$ cat config.mk
export PLATFORM = sky130hd
export DESIGN_NAME = vga_timing_gen
export DESIGN_NICKNAME = d
export VERILOG_FILES = /design/src/rtl/vga_pkg.sv /design/src/rtl/vga_axis_cnt.sv /design/src/rtl/vga_timing_gen.sv
export SDC_FILE = /design/constraint.sdc
export NUM_CORES = 1
export LEC_CHECK = 0
export BUFFER_PORTS_ARGS = -buffer_cell sky130_fd_sc_hd__buf_2
export CAP_MARGIN = 10
export CORE_UTILIZATION = 47
export DETAILED_ROUTE_END_ITERATION = 12
export PLACE_DENSITY = 0.72
export RECOVER_POWER = 25
export SETUP_SLACK_MARGIN = 0.5
export SLEW_MARGIN = 0
export SYNTH_ARGS = -nofsm -noshare
export SYNTH_HDL_FRONTEND = slang
export SYNTH_SLANG_ARGS = --single-unit
$ cat constraint.sdc
create_clock -name clk -period 5.8 [get_ports clk]
set_clock_uncertainty 0.1 [all_clocks]
set_input_delay 0.29 -clock clk [delete_from_list [all_inputs] [get_ports clk]]
set_output_delay 0.29 -clock clk [all_outputs]
set_load 0.05 [all_outputs]
$ cat src/rtl/vga_pkg.sv
// -----------------------------------------------------------------------------
// vga_pkg
// Shared definitions for the VGA raster timing generator.
//   - vga_state_e   : run-control state (IDLE / RUN / DRAIN)
//   - DEF_*         : 640x480@60 default timing constants
//   - axis_total()  : total length of one axis (active + porches + sync)
// -----------------------------------------------------------------------------
package vga_pkg;

    typedef enum logic [1:0] {
        IDLE  = 2'd0,   // stopped, counters parked at (0,0), outputs blanked
        RUN   = 2'd1,   // free-running raster
        DRAIN = 2'd2    // stop requested, finishing the current frame
    } vga_state_e;

    // 640x480@60 (25.175 MHz pixel clock) timing
    localparam int DEF_H_ACTIVE = 640;
    localparam int DEF_H_FP     = 16;
    localparam int DEF_H_SYNC   = 96;
    localparam int DEF_H_BP     = 48;
    localparam int DEF_V_ACTIVE = 480;
    localparam int DEF_V_FP     = 10;
    localparam int DEF_V_SYNC   = 2;
    localparam int DEF_V_BP     = 33;
    localparam int DEF_CNT_W    = 10;
    localparam int DEF_PIX_DIV  = 4;

    // Length of one axis in pixels (horizontal) or lines (vertical).
    function automatic int axis_total(input int active, input int fp,
                                      input int sync, input int bp);
        return active + fp + sync + bp;
    endfunction

endpackage

$ cat src/rtl/vga_axis_cnt.sv
// -----------------------------------------------------------------------------
// vga_axis_cnt
// One raster axis: a wrap-around counter 0 .. TOTAL-1 plus decodes of the
// value it is about to take, so the parent can register the decodes on the
// same edge as the count and keep all outputs skew-free.
//
// Ports
//   clk, rst    : clock, asynchronous active-high reset (count -> 0)
//   inc         : advance by one, wrapping TOTAL-1 -> 0
//   clr         : force the count to 0 (wins over inc)
//   cnt         : current (registered) count
//   wrap        : current count is TOTAL-1 (next inc wraps)
//   nxt_active  : next count lies in the active region
//   nxt_sync    : next count lies in the sync pulse window
// -----------------------------------------------------------------------------
module vga_axis_cnt
    import vga_pkg::*;
#(
    parameter int ACTIVE = DEF_H_ACTIVE,
    parameter int FP     = DEF_H_FP,
    parameter int SYNC   = DEF_H_SYNC,
    parameter int BP     = DEF_H_BP,
    parameter int CNT_W  = DEF_CNT_W
) (
    input  logic             clk,
    input  logic             rst,
    input  logic             inc,
    input  logic             clr,
    output logic [CNT_W-1:0] cnt,
    output logic             wrap,
    output logic             nxt_active,
    output logic             nxt_sync
);

    localparam int TOTAL = axis_total(ACTIVE, FP, SYNC, BP);

    localparam logic [CNT_W-1:0] LAST = CNT_W'(TOTAL - 1);

    // Region bounds are one bit wider than the count so that a window ending
    // exactly at TOTAL (no back porch) is still representable.
    localparam logic [CNT_W:0] ACT_END  = (CNT_W+1)'(ACTIVE);
    localparam logic [CNT_W:0] SYNC_BEG = (CNT_W+1)'(ACTIVE + FP);
    localparam logic [CNT_W:0] SYNC_END = (CNT_W+1)'(ACTIVE + FP + SYNC);

    logic [CNT_W-1:0] cnt_q;
    logic [CNT_W-1:0] cnt_d;
    logic [CNT_W:0]   cnt_d_ext;

    assign wrap = (cnt_q == LAST);

    always_comb begin
        cnt_d = cnt_q;
        if (clr) begin
            cnt_d = '0;
        end else if (inc) begin
            cnt_d = wrap ? '0 : cnt_q + 1'b1;
        end
    end

    assign cnt_d_ext  = {1'b0, cnt_d};
    assign nxt_active = (cnt_d_ext < ACT_END);
    assign nxt_sync   = (cnt_d_ext >= SYNC_BEG) && (cnt_d_ext < SYNC_END);

    always_ff @(posedge clk or posedge rst) begin
        if (rst) begin
            cnt_q <= '0;
        end else begin
            cnt_q <= cnt_d;
        end
    end

    assign cnt = cnt_q;

endmodule

$ cat src/rtl/vga_timing_gen.sv
// -----------------------------------------------------------------------------
// vga_timing_gen
// Parametrised VGA raster timing generator. Advances one pixel per tick,
// produces sync pulses, an active-video flag, pixel coordinates and
// line/frame start strobes. A run/stop control always stops on a frame
// boundary.
//
// Build option
//   VGA_PIX_DIV_EN : when defined, the tick comes from an internal modulo-
//                    PIX_DIV clock divider and pix_en is ignored. When not
//                    defined, tick = pix_en and no divider is built.
//
// Ports
//   clk          : system clock (single domain)
//   rst          : asynchronous active-high reset
//   en           : run request, sampled on ticks
//   pix_en       : pixel tick / clock enable
//   hsync, vsync : sync outputs, active level HS_POL / VS_POL
//   valid        : (h_cnt, v_cnt) is inside the active area
//   h_cnt, v_cnt : current pixel coordinates
//   line_start   : one-clk strobe when h becomes 0
//   frame_start  : one-clk strobe when (h,v) becomes (0,0) while running
//   dbg_state    : current run-control state
//
// Handshake: there is no valid/ready pair here; valid is a pure decode of the
// coordinates presented in the same cycle and carries no back-pressure.
// -----------------------------------------------------------------------------
module vga_timing_gen
    import vga_pkg::*;
#(
    parameter int H_ACTIVE = DEF_H_ACTIVE,
    parameter int H_FP     = DEF_H_FP,
    parameter int H_SYNC   = DEF_H_SYNC,
    parameter int H_BP     = DEF_H_BP,
    parameter int V_ACTIVE = DEF_V_ACTIVE,
    parameter int V_FP     = DEF_V_FP,
    parameter int V_SYNC   = DEF_V_SYNC,
    parameter int V_BP     = DEF_V_BP,
    parameter bit HS_POL   = 1'b0,
    parameter bit VS_POL   = 1'b0,
    parameter int CNT_W    = DEF_CNT_W,
    parameter int PIX_DIV  = DEF_PIX_DIV
) (
    input  logic             clk,
    input  logic             rst,
    input  logic             en,
    input  logic             pix_en,
    output logic             hsync,
    output logic             vsync,
    output logic             valid,
    output logic [CNT_W-1:0] h_cnt,
    output logic [CNT_W-1:0] v_cnt,
    output logic             line_start,
    output logic             frame_start,
    output vga_state_e       dbg_state
);

    // -------------------------------------------------------------------------
    // Pixel tick
    // -------------------------------------------------------------------------
    logic tick;

`ifdef VGA_PIX_DIV_EN
    localparam int DIV_W = (PIX_DIV > 1) ? $clog2(PIX_DIV) : 1;
    localparam logic [DIV_W-1:0] DIV_LAST = DIV_W'(PIX_DIV - 1);

    logic [DIV_W-1:0] div_q;

    // Tick is raised while the divider sits on its last value, so the first
    // tick is sampled by the PIX_DIV-th edge after reset release.
    always_ff @(posedge clk or posedge rst) begin
        if (rst) begin
            div_q <= '0;
        end else if (div_q == DIV_LAST) begin
            div_q <= '0;
        end else begin
            div_q <= div_q + 1'b1;
        end
    end

    assign tick = (div_q == DIV_LAST);

    logic unused_pix_en;
    assign unused_pix_en = pix_en;
`else
    assign tick = pix_en;

    logic unused_pix_div;
    assign unused_pix_div = (PIX_DIV > 1);
`endif

    // -------------------------------------------------------------------------
    // Axis counters
    // -------------------------------------------------------------------------
    logic h_inc, h_clr, h_wrap, h_nxt_active, h_nxt_sync;
    logic v_inc, v_clr, v_wrap, v_nxt_active, v_nxt_sync;

    vga_axis_cnt #(
        .ACTIVE (H_ACTIVE),
        .FP     (H_FP),
        .SYNC   (H_SYNC),
        .BP     (H_BP),
        .CNT_W  (CNT_W)
    ) u_h_axis (
        .clk        (clk),
        .rst        (rst),
        .inc        (h_inc),
        .clr        (h_clr),
        .cnt        (h_cnt),
        .wrap       (h_wrap),
        .nxt_active (h_nxt_active),
        .nxt_sync   (h_nxt_sync)
    );

    vga_axis_cnt #(
        .ACTIVE (V_ACTIVE),
        .FP     (V_FP),
        .SYNC   (V_SYNC),
        .BP     (V_BP),
        .CNT_W  (CNT_W)
    ) u_v_axis (
        .clk        (clk),
        .rst        (rst),
        .inc        (v_inc),
        .clr        (v_clr),
        .cnt        (v_cnt),
        .wrap       (v_wrap),
        .nxt_active (v_nxt_active),
        .nxt_sync   (v_nxt_sync)
    );

    // -------------------------------------------------------------------------
    // Run-control FSM
    // -------------------------------------------------------------------------
    vga_state_e state_q;
    vga_state_e state_d;
    logic       frame_end;
    logic       ls_set;
    logic       fs_set;
    logic       running_d;

    assign frame_end = h_wrap && v_wrap;

    always_comb begin
        state_d = state_q;
        h_inc   = 1'b0;
        h_clr   = 1'b0;
        v_inc   = 1'b0;
        v_clr   = 1'b0;
        ls_set  = 1'b0;
        fs_set  = 1'b0;

        case (state_q)
            IDLE: begin
                // Counters stay parked at (0,0). Leaving IDLE presents (0,0)
                // itself rather than advancing past it.
                h_clr = 1'b1;
                v_clr = 1'b1;
                if (tick && en) begin
                    state_d = RUN;
                    ls_set  = 1'b1;
                    fs_set  = 1'b1;
                end
            end

            RUN, DRAIN: begin
                if (tick) begin
                    if ((state_q == DRAIN) && !en && frame_end) begin
                        // Frame finished while draining: park at (0,0).
                        // h still becomes 0 so line_start fires, but this
                        // is not the start of a displayed frame.
                        state_d = IDLE;
                        h_clr   = 1'b1;
                        v_clr   = 1'b1;
                        ls_set  = 1'b1;
                    end else begin
                        state_d = en ? RUN : DRAIN;
                        h_inc   = 1'b1;
                        v_inc   = h_wrap;
                        ls_set  = h_wrap;
                        fs_set  = frame_end;
                    end
                end
            end

            default: begin
                state_d = IDLE;
                h_clr   = 1'b1;
                v_clr   = 1'b1;
            end
        endcase
    end

    assign running_d = (state_d != IDLE);

    // -------------------------------------------------------------------------
    // Registered outputs: decoded from the next coordinates so they line up
    // with the counter registers on the same edge.
    // -------------------------------------------------------------------------
    always_ff @(posedge clk or posedge rst) begin
        if (rst) begin
            state_q     <= IDLE;
            valid       <= 1'b0;
            hsync       <= ~HS_POL;
            vsync       <= ~VS_POL;
            line_start  <= 1'b0;
            frame_start <= 1'b0;
        end else begin
            state_q     <= state_d;
            valid       <= running_d && h_nxt_active && v_nxt_active;
            hsync       <= (running_d && h_nxt_sync) ? HS_POL : ~HS_POL;
            vsync       <= (running_d && v_nxt_sync) ? VS_POL : ~VS_POL;
            // Set only on tick edges, so they drop on the next clk edge
            // however sparse the ticks are.
            line_start  <= ls_set;
            frame_start <= fs_set;
        end
    end

    assign dbg_state = state_q;

endmodule
==> results by group <==
Route
  • Routed WL: 3.81 mm
  • Wire length per cell: 15.6 um
  • Routed vias: 1,413
  • Via density per instance: 5.79
  • DRC errors left: 0
  • Pre-Repair DR Iteration Count: 4
  • Initial DRC count: 57
  • Antenna-violating nets left: 0

Global route
  • Tot GR Track Use: 21.5%
  • GRT overflow: 0
  • Vias in the first global route: 1,438
  • Pin count of the biggest net entering global routing: 28
  • Initial antenna violation count: 0
  • Global-route wire length before repair: 6.73 mm

Layout
  • Filler Cell Count: 306
  • Commonest non-fill, non-tap cells in the layout: 30 x buf_2, 25 x dfrtp_1, 20 x nor2_1, 11 x nand2_1
  • Nets: 209
  • Ant diodes: 0
  • Post-layout util: 54.9%
  • Commonest non-fill, non-tap cell in the layout: buf_2
  • Layout cells sized above 1: 29.3%
  • Layout Area Growth over Synthesis: 10.1%

STA
  • Hold_ws: 0.0924 ns
  • Slew margin rel.: 31.2%
  • Final Hold Viols: 0
  • Setup ws final: 2.82 ns
  • Period utilization: 51.4%
  • Max Freq: 0.335 GHz
  • Min cycle time layout: 2.98 ns
  • RSZ-0062 raised after global routing: false
  • Worst Tran Pin Value: 1.03 ns
  • Max-slew violations: 0
  • Setup total negative slack: 0 ns
  • Final Setup Violations: 0

Clock tree
  • Post-CTS Setup Bufs: 0
  • Worst-Skew Late Latency: 0.32 ns
  • Root Buffer: clkbuf_4
  • Clk slew on worst S/H paths: 0.14 ns
  • Maximum root-to-sink buffer count: 2
  • Post-CTS Resized: 0
  • TritonCTS Sinks: 27
  • CTS tree: yes
  • CTS HTree Levels: 1
  • Total CTS buffers: 3
  • Hold_buf cts: 0

Synthesis
  • Synth Net Count: 180
  • Post-synth EDFFs: 0
  • Unique masters post-synth: 56
  • Synthesized area per cell: 10.0 um^2
  • Post-Synthesis Cells: 170
  • Warnings from Yosys: 0
  • Number of synthesized register bits: 27
  • FFs w/ async S/R, synth: 100%
  • Mapped cell area: 1700 um^2
  • Seq/Total Area, Yosys: 39.8%
  • Top_reg_cell synth: dfrtp_1

Floorplan
  • Die width: 62.2 um
  • Die area: 3870 um^2
  • Row Count: 21
  • Placeable Area: 3420 um^2
  • Starting Density: 49.9%
  • Die Ht: 62.2 um
  • I/O pin total: 31

Worst setup path
  • Setup CP Type: reg -> reg
  • Critical R2R Launch: u_h_axis.cnt[5]
  • Critical R2R Capture: vsync
  • Critical Path Fanout Max: 15
  • CP arrival: 3.13 ns
  • Critical Path Source Type: flip-flop
  • R2r setup slk: 2.82 ns
  • Worst-case reg-to-reg path depth: 6
  • Crit end category: flip-flop
  • Data required time of the worst path: 5.95 ns

Placement
  • Dpl hpwl: 2.97 mm
  • DP Worst Slack: 2.85 ns
  • Routability cong.: 0.872
  • Port bufs: 30

Power and ir drop
  • Leak: 0.829 nW
  • Pwr per Cell Area: 272 nW/um^2
  • Worst vdd ir: 0.000153 V
  • Power Total: 510 uW

Outcome
  • Status: finished, final reports clean

Job
  • Max-cap violations: 0

Min path
  • HP Class: in -> async
-- layout make-up --
cell class	instances	area (um^2)	share of cell area, %
multi-input cells	129	932	49.7
repair buffers	30	150	8.01
clock buffers	3	22.5	1.20
flip-flops and latches	27	678	36.2
clock inverters	1	5.00	0.267
inverters	8	30.0	1.60
well taps	46	57.6	3.07
-- through the flow --
stage | instance area [um^2] | std cells
6_report | 1880 | 244
5_1_grt | 1880 | 244
4_1_cts | 1880 | 244
3_5_place_dp | 1850 | 240
3_3_place_gp | 1850 | 240
2_1_floorplan | 1700 | 170
-- power by group --
| group | internal (mW) | switching (mW) |
|---|---|---|
| Sequential | 0.203 | 0.0136 |
| Clock | 0.0258 | 0.0544 |
| Combinational | 0.0629 | 0.150 |
-- registers in the layout, summed over array words and instances (netlist names) --
signal and count:
u_h_axis.cnt 10, u_v_axis.cnt 10, dbg_state 2, frame_start 1
hsync 1, line_start 1, valid 1, vsync 1
-- synth_stat cells (all sizes together) (4+ instances only) --
cell	n	share of area, %
nand3	9	3.4
o21ai	5	1.5
ha	6	4.4
and4	4	2.1
clkbuf	4	2.2
xor2	6	3.1
a21oi	8	2.3
dfrtp	25	37
nor3	4	1.8
nand4	8	3.3
inv	8	1.8
nor4	5	3.1
nand2	11	2.4
nor2	20	4.4
-- worst max-delay path by stage --
| stage | startpoint | endpoint | slack [ns] |
|---|---|---|---|
| 2_1_floorplan | dbg_state[0] | vsync | 3.05 |
| 3_3_place_gp | u_h_axis.cnt[5] | vsync | 2.97 |
| 3_5_place_dp | u_h_axis.cnt[5] | vsync | 2.85 |
| 4_1_cts | u_h_axis.cnt[5] | vsync | 2.83 |
| 5_1_grt | u_h_axis.cnt[5] | vsync | 2.66 |
| 6_report | u_h_axis.cnt[5] | vsync | 2.82 |
-- cell families (layout without fill, tap and decap cells) --
group           after synthesis  count (layout)  synth area share (%)
flops                        27              27                  39.8
simple gates                 82              82                  31.1
xor+xnor                      8               8                  4.11
buf+inv                      14              42                  5.51
compound gates               32              32                  14.5
fa+ha+maj                     6               6                  4.41
mux                           1               1                 0.587
-- per-layer routing --
metal,vias up,track usage (%),wire (um)
met1,681,28.5,1700
li1,682,-,-
met3,10,2.94,145
met2,40,36.5,1900
met5,-,0,0
met4,0,6.10,66
-- worst max-delay path, cell delays in order, from the launching register on --
cell and delay [ns]:
dfrtp_1 0.47, or4b_4 0.57, o31ai_2 0.85, o31ai_1 0.22
a22o_1 0.28, and4bb_4 0.32, nand4_1 0.09
Power figures use the tool's default switching activity.
